## src/rtl/branch_predictor_pkg.sv

```systemverilog
// Shared types and helpers for the branch predictor: PC slicing, direction
// counter constants and the saturating increment/decrement used by both the
// direction counters and the 32-bit statistics counters.
package branch_predictor_pkg;

  // Operation applied to a direction counter in one cycle.
  typedef enum logic [1:0] {
    CNT_HOLD = 2'd0,
    CNT_INC  = 2'd1,
    CNT_DEC  = 2'd2,
    CNT_LOAD = 2'd3
  } cnt_op_e;

  // Weakly-taken value for a counter of the given width (MSB set, rest clear).
  function automatic logic [31:0] cnt_weak_t(int cnt_w);
    return 32'd1 << (cnt_w - 1);
  endfunction

  // Weakly-not-taken value: one below weakly-taken.
  function automatic logic [31:0] cnt_weak_nt(int cnt_w);
    return cnt_weak_t(cnt_w) - 32'd1;
  endfunction

  // BTB index: word-aligned PC bits just above the byte offset.
  function automatic logic [31:0] pc_index(logic [63:0] pc, int idx_w);
    logic [63:0] mask;
    mask = (64'd1 << idx_w) - 64'd1;
    return 32'((pc >> 2) & mask);
  endfunction

  // BTB tag: the TAG_W bits immediately above the index.
  function automatic logic [31:0] pc_tag(logic [63:0] pc, int idx_w, int tag_w);
    logic [63:0] mask;
    mask = (64'd1 << tag_w) - 64'd1;
    return 32'((pc >> (idx_w + 2)) & mask);
  endfunction

  // Increment that sticks at max instead of wrapping.
  function automatic logic [31:0] sat_inc(logic [31:0] v, logic [31:0] max);
    return (v >= max) ? max : v + 32'd1;
  endfunction

  // Decrement that sticks at zero instead of wrapping.
  function automatic logic [31:0] sat_dec(logic [31:0] v);
    return (v == 32'd0) ? 32'd0 : v - 32'd1;
  endfunction

endpackage

```

## src/rtl/branch_predictor_sat_counter.sv

```systemverilog
// sat_counter: W-bit saturating up/down counter with parallel load, used as
// the per-entry branch direction counter. W must not exceed 32.
module branch_predictor_sat_counter
  import branch_predictor_pkg::*;
#(
  parameter int         W       = 2,
  parameter logic [W-1:0] RST_VAL = '0
) (
  input  logic         clk_i,
  input  logic         rst_ni,
  input  cnt_op_e      op_i,
  input  logic [W-1:0] load_val_i,
  output logic [W-1:0] cnt_o
);

  localparam logic [31:0] MAX = 32'((64'd1 << W) - 64'd1);

  logic [W-1:0] cnt_d, cnt_q;

  // Next count: hold, saturating step up/down, or load.
  always_comb begin
    cnt_d = cnt_q;
    unique case (op_i)
      CNT_INC:  cnt_d = W'(sat_inc(32'(cnt_q), MAX));
      CNT_DEC:  cnt_d = W'(sat_dec(32'(cnt_q)));
      CNT_LOAD: cnt_d = load_val_i;
      default:  cnt_d = cnt_q;
    endcase
  end

  // Counter register, returns to RST_VAL on reset.
  always_ff @(posedge clk_i or negedge rst_ni) begin
    if (!rst_ni) cnt_q <= RST_VAL;
    else         cnt_q <= cnt_d;
  end

  assign cnt_o = cnt_q;

endmodule

```

## src/rtl/branch_predictor.sv

```systemverilog
// Dynamic branch predictor: direct-mapped BTB with per-entry saturating
// direction counters. Looked up combinationally from the IF PC, trained with
// resolved outcomes from ID, and reports mispredicts plus the correct PC.
// DATA_W is limited to 64 by the PC slicing helpers.
module branch_predictor
  import branch_predictor_pkg::*;
#(
  parameter int DATA_W  = 64,
  parameter int ENTRIES = 16,
  parameter int TAG_W   = 8,
  parameter int CNT_W   = 2
) (
  input  logic              clk_i,
  input  logic              rst_ni,
  input  logic              enable,
  input  logic              clear,
  input  logic [DATA_W-1:0] lookup_pc,
  output logic              pred_hit,
  output logic              pred_taken,
  output logic [DATA_W-1:0] pred_target,
  input  logic              upd_valid,
  input  logic [DATA_W-1:0] upd_pc,
  input  logic              upd_is_jump,
  input  logic              upd_taken,
  input  logic [DATA_W-1:0] upd_target,
  input  logic              upd_pred_taken,
  input  logic [DATA_W-1:0] upd_pred_target,
  output logic              mispredict,
  output logic [DATA_W-1:0] redirect_pc,
  output logic [31:0]       branch_cnt,
  output logic [31:0]       mispred_cnt
);

  localparam int IDX_W = $clog2(ENTRIES);
  localparam logic [CNT_W-1:0] CNT_WEAK_T  = CNT_W'(cnt_weak_t(CNT_W));
  localparam logic [CNT_W-1:0] CNT_WEAK_NT = CNT_W'(cnt_weak_nt(CNT_W));
  localparam logic [31:0]      STAT_MAX    = 32'hFFFF_FFFF;

  typedef struct packed {
    logic              valid;
    logic [TAG_W-1:0]  tag;
    logic [DATA_W-1:0] target;
    logic              is_jump;
  } entry_t;

  entry_t           entry_q [ENTRIES];
  entry_t           entry_d [ENTRIES];
  logic [CNT_W-1:0] cnt     [ENTRIES];
  cnt_op_e          cnt_op  [ENTRIES];

  logic [IDX_W-1:0] lk_idx, up_idx;
  logic [TAG_W-1:0] lk_tag, up_tag;
  entry_t           lk_entry, up_entry;
  logic             up_hit, upd_en, stat_en;
  logic [31:0]      branch_cnt_d, branch_cnt_q, mispred_cnt_d, mispred_cnt_q;

  assign lk_idx   = IDX_W'(pc_index(64'(lookup_pc), IDX_W));
  assign lk_tag   = TAG_W'(pc_tag(64'(lookup_pc), IDX_W, TAG_W));
  assign up_idx   = IDX_W'(pc_index(64'(upd_pc), IDX_W));
  assign up_tag   = TAG_W'(pc_tag(64'(upd_pc), IDX_W, TAG_W));
  assign lk_entry = entry_q[lk_idx];
  assign up_entry = entry_q[up_idx];

  // Lookup reads registered state only, so a same-cycle update is not seen.
  assign pred_hit    = lk_entry.valid && (lk_entry.tag == lk_tag);
  assign pred_taken  = pred_hit && (lk_entry.is_jump || (cnt[lk_idx] >= CNT_WEAK_T));
  assign pred_target = pred_taken ? lk_entry.target : lookup_pc + DATA_W'(4);

  // Resolution check is purely combinational and ignores enable.
  assign mispredict  = upd_valid && ((upd_taken != upd_pred_taken) ||
                                     (upd_taken && (upd_target != upd_pred_target)));
  assign redirect_pc = upd_taken ? upd_target : upd_pc + DATA_W'(4);

  assign upd_en  = enable && upd_valid && !clear;
  assign up_hit  = up_entry.valid && (up_entry.tag == up_tag);
  assign stat_en = enable && upd_valid;

  // Next BTB contents and direction-counter operations; clear beats update.
  always_comb begin
    for (int i = 0; i < ENTRIES; i++) begin
      entry_d[i] = entry_q[i];
      cnt_op[i]  = CNT_HOLD;
    end
    if (enable && clear) begin
      for (int i = 0; i < ENTRIES; i++) entry_d[i].valid = 1'b0;
    end else if (upd_en) begin
      if (up_hit) begin
        cnt_op[up_idx] = upd_taken ? CNT_INC : CNT_DEC;
        if (upd_taken) begin
          entry_d[up_idx].target  = upd_target;
          entry_d[up_idx].is_jump = upd_is_jump;
        end
      end else if (upd_taken) begin
        entry_d[up_idx].valid   = 1'b1;
        entry_d[up_idx].tag     = up_tag;
        entry_d[up_idx].target  = upd_target;
        entry_d[up_idx].is_jump = upd_is_jump;
        cnt_op[up_idx]          = CNT_LOAD;
      end
    end
  end

  // BTB entry registers, frozen while enable is low.
  always_ff @(posedge clk_i or negedge rst_ni) begin
    if (!rst_ni) begin
      for (int i = 0; i < ENTRIES; i++) entry_q[i] <= '0;
    end else if (enable) begin
      for (int i = 0; i < ENTRIES; i++) entry_q[i] <= entry_d[i];
    end
  end

  for (genvar g = 0; g < ENTRIES; g++) begin : g_dir
    branch_predictor_sat_counter #(
      .W       (CNT_W),
      .RST_VAL (CNT_WEAK_NT)
    ) u_cnt (
      .clk_i      (clk_i),
      .rst_ni     (rst_ni),
      .op_i       (cnt_op[g]),
      .load_val_i (CNT_WEAK_T),
      .cnt_o      (cnt[g])
    );
  end

  // Next statistics values, saturating at all-ones.
  always_comb begin
    branch_cnt_d  = stat_en ? sat_inc(branch_cnt_q, STAT_MAX) : branch_cnt_q;
    mispred_cnt_d = (stat_en && mispredict) ? sat_inc(mispred_cnt_q, STAT_MAX)
                                            : mispred_cnt_q;
  end

  // Statistics registers; clear does not touch them.
  always_ff @(posedge clk_i or negedge rst_ni) begin
    if (!rst_ni) begin
      branch_cnt_q  <= '0;
      mispred_cnt_q <= '0;
    end else begin
      branch_cnt_q  <= branch_cnt_d;
      mispred_cnt_q <= mispred_cnt_d;
    end
  end

  assign branch_cnt  = branch_cnt_q;
  assign mispred_cnt = mispred_cnt_q;

endmodule

```

## config.mk

```make
export PLATFORM = sky130hd
export DESIGN_NAME = branch_predictor
export DESIGN_NICKNAME = d
export VERILOG_FILES = /design/src/rtl/branch_predictor_pkg.sv /design/src/rtl/branch_predictor_sat_counter.sv /design/src/rtl/branch_predictor.sv
export SDC_FILE = /design/constraint.sdc
export NUM_CORES = 2
export LEC_CHECK = 0
export BUFFER_PORTS_ARGS = -buffer_cell sky130_fd_sc_hd__buf_2
export CAP_MARGIN = 5
export CORE_ASPECT_RATIO = 0.9
export CORE_MARGIN = 2
export CORE_UTILIZATION = 45
export DETAILED_ROUTE_END_ITERATION = 7
export GPL_ROUTABILITY_DRIVEN = 1
export MAX_ROUTING_LAYER = met4
export PLACE_DENSITY = 0.65
export SYNTH_ARGS = -nofsm -noshare
export SYNTH_HDL_FRONTEND = slang
export SYNTH_SLANG_ARGS = --single-unit
export TNS_END_PERCENT = 100
```

## constraint.sdc

```tcl
create_clock -name clk_i -period 3.1 [get_ports clk_i]
set_input_delay 0.31 -clock clk_i [delete_from_list [all_inputs] [get_ports clk_i]]
set_output_delay 0.31 -clock clk_i [all_outputs]
set_load 0.05 [all_outputs]
```

# Word-level counts from Yosys, hierarchy flattened
# Index checks and enable logic that the tools add are counted.
# word_totals
input_bits	264
regBits	1280
# op_classes
muxes	102
eq_ne	52
n_bitwise	4
reduce_logical	49
addsub	36
n_lt_le_gt_ge	22
# ops
op	count
$bwmux W1184	6
$mux W1184	4
$demux W74 S4	4
$bmux W74 S4	2
$mux W74	5
$mux W32	6
$add A64 B3 Y64 const B	2
$mux W64	2
$pmux W2 S3	16
$mux W73	1
$mux W2	36
$mux W65	1
$add A32 B1 Y32 const B	2
$eq A2 B2 Y1 const B	32
$ge A32 B32 Y1 const B	2
$ne A64 B64 Y1	1
$reduce_bool A3 Y1	16
$ge A2 B2 Y1 const B	17
$add A2 B1 Y2 const B	16
$and A32 B32 Y32	1
$eq A2 B1 Y1 const B	16
$logic_not A2 Y1	16
$sub A2 B1 Y2 const B	16
$mux W1	17
other kinds (14)	28

# Logic depth before layout (Yosys ltp)
# depth
ltp_word	13
ltp_mapped	14

# By module
# A second synthesis with hierarchy kept.
# unflattened
hier_cells	5088
hier_area_um2	64576.9
# modules_own_cells
mod	cells_each	area_per_inst_um2	n_inst	seq_area_each_um2
branch_predictor	4896	62615.1	1	31230.0
branch_predictor_sat_counter	12	122.6	16	51.3

# Worst setup path after synthesis
# OpenSTA, ideal clock, no wires.
# synth_timing
path_kind	in2out
startpoint	input port upd_pc[3]
endpoint	output port redirect_pc[61]
path_stages	11
arrival_ps	3711
slack_ps	-921
path_cell_list	buf_4 -> buf_2 -> buf_2 -> and2_0 -> nand4_1 -> nor4_2 -> nand3_1 -> nor2_1 -> nand4_1 -> xor2_1 -> o21ai_0
# synth_via
elab_chain_cells	2
# synth_rtl
element	line	text
start: declaration	branch_predictor.sv:22	input logic [DATA_W-1:0] upd_pc,
$add A64 B3 Y64	branch_predictor.sv:72	assign redirect_pc = upd_taken ? upd_target : upd_pc + DATA_W'(4);
$mux W64	branch_predictor.sv:72	
end: declaration	branch_predictor.sv:29	output logic [DATA_W-1:0] redirect_pc,
# No other way between the ends.

# Worst setup path after layout
# layout_timing
startpoint	register entry_q[67] (netlist name)
endpoint	output port pred_target[53]
# layout_via
elab_chain_cells	7
# layout_rtl
element	line	text
$bmux W74 S4	branch_predictor.sv:61	assign lk_entry = entry_q[lk_idx];
$mux W74 (not written as such) (2 in a row)	branch_predictor.sv:61	
$eq A8 B8 Y1	branch_predictor.sv:65	assign pred_hit = lk_entry.valid && (lk_entry.tag == lk_tag);
$logic_and A1 B1 Y1	branch_predictor.sv:65	
$logic_and A1 B1 Y1	branch_predictor.sv:66	assign pred_taken = pred_hit && (lk_entry.is_jump || (cnt[lk_idx] >= CNT_WEAK_T));
$mux W64	branch_predictor.sv:67	assign pred_target = pred_taken ? lk_entry.target : lookup_pc + DATA_W'(4);
end: declaration	branch_predictor.sv:20	output logic [DATA_W-1:0] pred_target,
# No other way between the ends. The select of a mux whose other input is x is not followed.

==> run summary <==
In this run switching power makes up 26.6% of total power. The net count of the finished layout is 5718. The share of layout cells above drive strength 1 is 50.2%.

The clock arrives with 24.2 ps of skew. IR analysis of the VDD net gives a maximum drop of 0.000640 V. After layout, the minimum clock period comes to 4330 ps.

The share of the yosys chip area belonging to registers is 50.3%. The summed instance area of the synthesized netlist is 63700 um^2. The number of global-route vias before repair came out at 44955.

The global-route usage over all layers came out at 29.1%. For this design the ratio of total power to cell area is 538 nW/um^2. The leakage power figure is 37.6 nW. The cell count after synthesis came out at 4720.

The wire length of the first global-routing pass is 304000 um. The worst reg-to-reg setup slack came out at -170 ps. The final max-slew violation count was 0.

Headroom to the max-slew limit came out at 42.4%. The post-detailed-route wirelength per cell came out at 27.4 um. The post-detailed-route DRC marker count is 0. The clock tree synthesis step divided the H-tree into 4 levels. The standard cell core area came out at 140000 um^2. The final reports fail on negative setup slack. For the pin with the worst max-slew slack, the measured transition is 864 ps.

In the layout the commonest cells are 1264 x sky130_fd_sc_hd__dfrtp_1, 1010 x sky130_fd_sc_hd__mux2_2, 473 x sky130_fd_sc_hd__nand2_1. The proportion of power drawn by combinational gates is 14.9%. After detailed routing, the total wire length is 203000 um.

The pre-antenna-repair detailed-routing pass consisted of 7 iterations. The worst register-to-register path ends at entry_q[67]$_DFFE_PN0P_. The launching element type of the critical path is a register. The vias per cell is 5.92. STA puts the critical path data required time at 2790 ps. The starting density of the core is 45.5%. The number of sinks on the clock net is 1280. Data on the critical path arrives at its endpoint at 4020 ps. The estimated wirelength of the detail-placed design is 130000 um. In this run the worst hold path is classified as in -> async.

Of the available clock period, the critical path in the final layout requires 140%. The relative contribution of sequential cells to total power is 44.8%. The switching component of the power is 11.2 mW.

TritonCTS built the clock tree. The number of cell rows is 130. The critical-path maximum fanout came out at 24. The post-synthesis average cell area is 13.5 um^2. Based on the critical path, the design can be clocked at up to 231 MHz. For the worst flop-to-flop path, the logic depth is 13. The endpoint class of the critical path is an output port. The adder-cell share of the synthesized area is 0.279%. After global routing the overflow that remains totals 0. Once routing completed, OpenROAD measured the worst setup slack at -1230 ps. Setup repair after global routing could not meet its margin everywhere. The number of antenna violations at the first check in global routing came out at 15. The library cell used most frequently in the layout, excluding fill and tap cells, is sky130_fd_sc_hd__dfrtp_1.

The final non-filler cell area came out at 78400 um^2. The area fraction in compound gates after synthesis is 2.90%. By startpoint and endpoint, the worst setup path is classified as reg -> out. The total nets after synthesis is 4991. For this run, asynchronously set or reset flops after synthesis account for 100%. The filler-free cell count of the finished design is 7419. The mux share of post-synthesis cell area is 34.0%. During I/O placement, the number of pins put on the boundary was 459.

By area, the combinational part of the netlist is dominated by multiplexers. The clock tree buffer depth is 3. The die outline height came out at 361 um. The flow ran to the end, but the final reports show violations. The number of distinct standard cells referenced by the synthesized netlist came out at 63. The final hold violation count was 0. Among all flip-flop cells after synthesis, the most frequent one is sky130_fd_sc_hd__dfrtp_1. The synthesized-area fraction occupied by xor and xnor cells came out at 3.11%.

The total cell area at the placement stage is 71900 um^2. The antenna violation net count after detailed routing is 0. The signed area change from the synthesized netlist to the final layout is 23.1%. The worst slack at placement is -716 ps. Across the run, the number of max-cap violations was 0.

During placement, the flow inserted port buffers numbering 458. The number of DRC markers in iteration 0 came out at 3661. After clock tree synthesis, the clock-pin slew on the worst setup and hold paths is 70 ps. In this run, synthesis produced a sequential element count of 1280. The final core utilization is 56.0%. The count of vias placed by the detailed router came out at 43885. The die boundary width came out at 401 um.

The cell sitting at the root of the clock tree is a sky130_fd_sc_hd__clkbuf_16. The congestion estimate from routability-driven global placement came to 0.922. The setup-violating endpoint count in the final report is 190. The number of synthesized flops with an enable pin came out at 0. After detailed placement, the design holds a cell count of 7076. The share of synthesized cell area in and, or, nand and nor gates is 6.51%. The clock latency of the later-clocked register in the worst-skew pair came out at 790 ps. The pin count of the biggest net entering global routing came out at 148.

The Yosys warning count is 0. The internal power component came out at 31.0 mW. The clock buffer count from CTS came out at 137.

The clock network fraction of total power is 40.3%. The startpoint identified for the worst register-to-register timing path is entry_q[67]$_DFFE_PN0P_. The die footprint is 145000 um^2.
-- layer usage --
metal,up-vias,track usage (%),wire (um),part of all wire (%)
li1,18726,-,-,-
met1,23406,39.6,87000,43
met2,1460,44.7,95500,47
met3,293,5.50,15000,7.4
met4,0,8.62,5950,2.9
met5,-,-,0,0
-- power groups by stage --
stage | clock network [mW] | registers [mW] | logic (mW)
global route | 18.0 | 19.0 | 6.73
global placement | 0 | 19.1 | 6.02
finish | 17.0 | 18.9 | 6.30
CTS | 17.2 | 18.9 | 6.28
floorplan | 0 | 19.1 | 3.58
detailed placement | 0 | 19.1 | 6.13
-- worst max path at each step --
stage / slack, ps / to / start / depth (start not counted)
2_1_floorplan: -290 / redirect_pc[61] / upd_pc[3] / 11
3_3_place_gp: -700 / pred_target[42] / lookup_pc[2] / 12
3_5_place_dp: -720 / pred_target[41] / lookup_pc[2] / 13
4_1_cts: -1230 / pred_target[20] / entry_q[67]$_DFFE_PN0P_ / 11
5_1_grt: -1310 / pred_target[53] / entry_q[215]$_DFFE_PN0P_ / 10
6_report: -1230 / pred_target[53] / entry_q[67]$_DFFE_PN0P_ / 10
-- registers in the layout, indices dropped and copies added, names as in the netlist --
signal,cells
branch_cnt,32
g_dir.u_cnt.cnt_o,32
mispred_cnt,32
entry_q,1184
-- through the flow --
step | total power [mW] | TNS (ps) | hold WS [ps]
final | 42.2 | -83640 | 35.3
after global routing | 43.7 | -104290 | 36.0
after CTS | 42.4 | -73610 | 1.59
after detailed placement | 25.3 | -82150 | 239
after global placement | 25.1 | -78100 | 236
after floorplan | 22.7 | -1620 | 14.4
-- what timing repair did --
item | 4_1_cts | 5_1_grt
hold endpoints to repair | 758 | 0
setup endpoints to repair | 218 | 135
hold buffers | 55 | 0
gates cloned | 4 | 0
buffers inserted | 14 | 13
resized for setup | 155 | 107
pin swaps | 17 | 25
-- synthesized netlist by cell type, drive strengths merged (54+ instances only) --
library cell | count | area share [%]
dfrtp | 1264 | 50
mux2 | 1090 | 19
nand2 | 483 | 2.8
mux4 | 392 | 14
clkbuf | 325 | 1.9
o21ai | 175 | 1.4
xor2 | 131 | 1.8
xnor2 | 95 | 1.3
buf | 94 | 0.72
nor2 | 86 | 0.59
nand3 | 82 | 0.64
nand4 | 54 | 0.53
-- final cells by class --
class	count	area [um^2]
fill	11296	61700
timing repair buffer	1006	8320
inverter	45	173
multi-input combinational	2977	30900
clock inverter	49	714
sequential	1280	32100
antenna	15	37.5
clock buffer	199	3900
tap	1848	2310
-- worst max-delay path, stage by stage (launching register included) --
cell,delay [ps]
sky130_fd_sc_hd__dfrtp_1,390
sky130_fd_sc_hd__mux4_2,510
sky130_fd_sc_hd__mux4_2,540
sky130_fd_sc_hd__xor2_2,200
sky130_fd_sc_hd__nor4_2,170
sky130_fd_sc_hd__buf_4,180
sky130_fd_sc_hd__nand3_4,90
sky130_fd_sc_hd__or2_4,350
sky130_fd_sc_hd__buf_12,220
sky130_fd_sc_hd__mux2_4,340
sky130_fd_sc_hd__buf_4,190
-- cell families (layout without fill, tap and decap cells) --
family,count (synthesis),count (layout)
flip-flops,1280,1280
AND/OR/NAND/NOR,892,893
XOR/XNOR,226,226
adder cells (fa/ha/maj),16,16
AO/OA/AOI/OAI,319,319
other,0,15
buffers and inverters,464,1299
multiplexers,1523,1523
(Power assumes the default switching activity.)
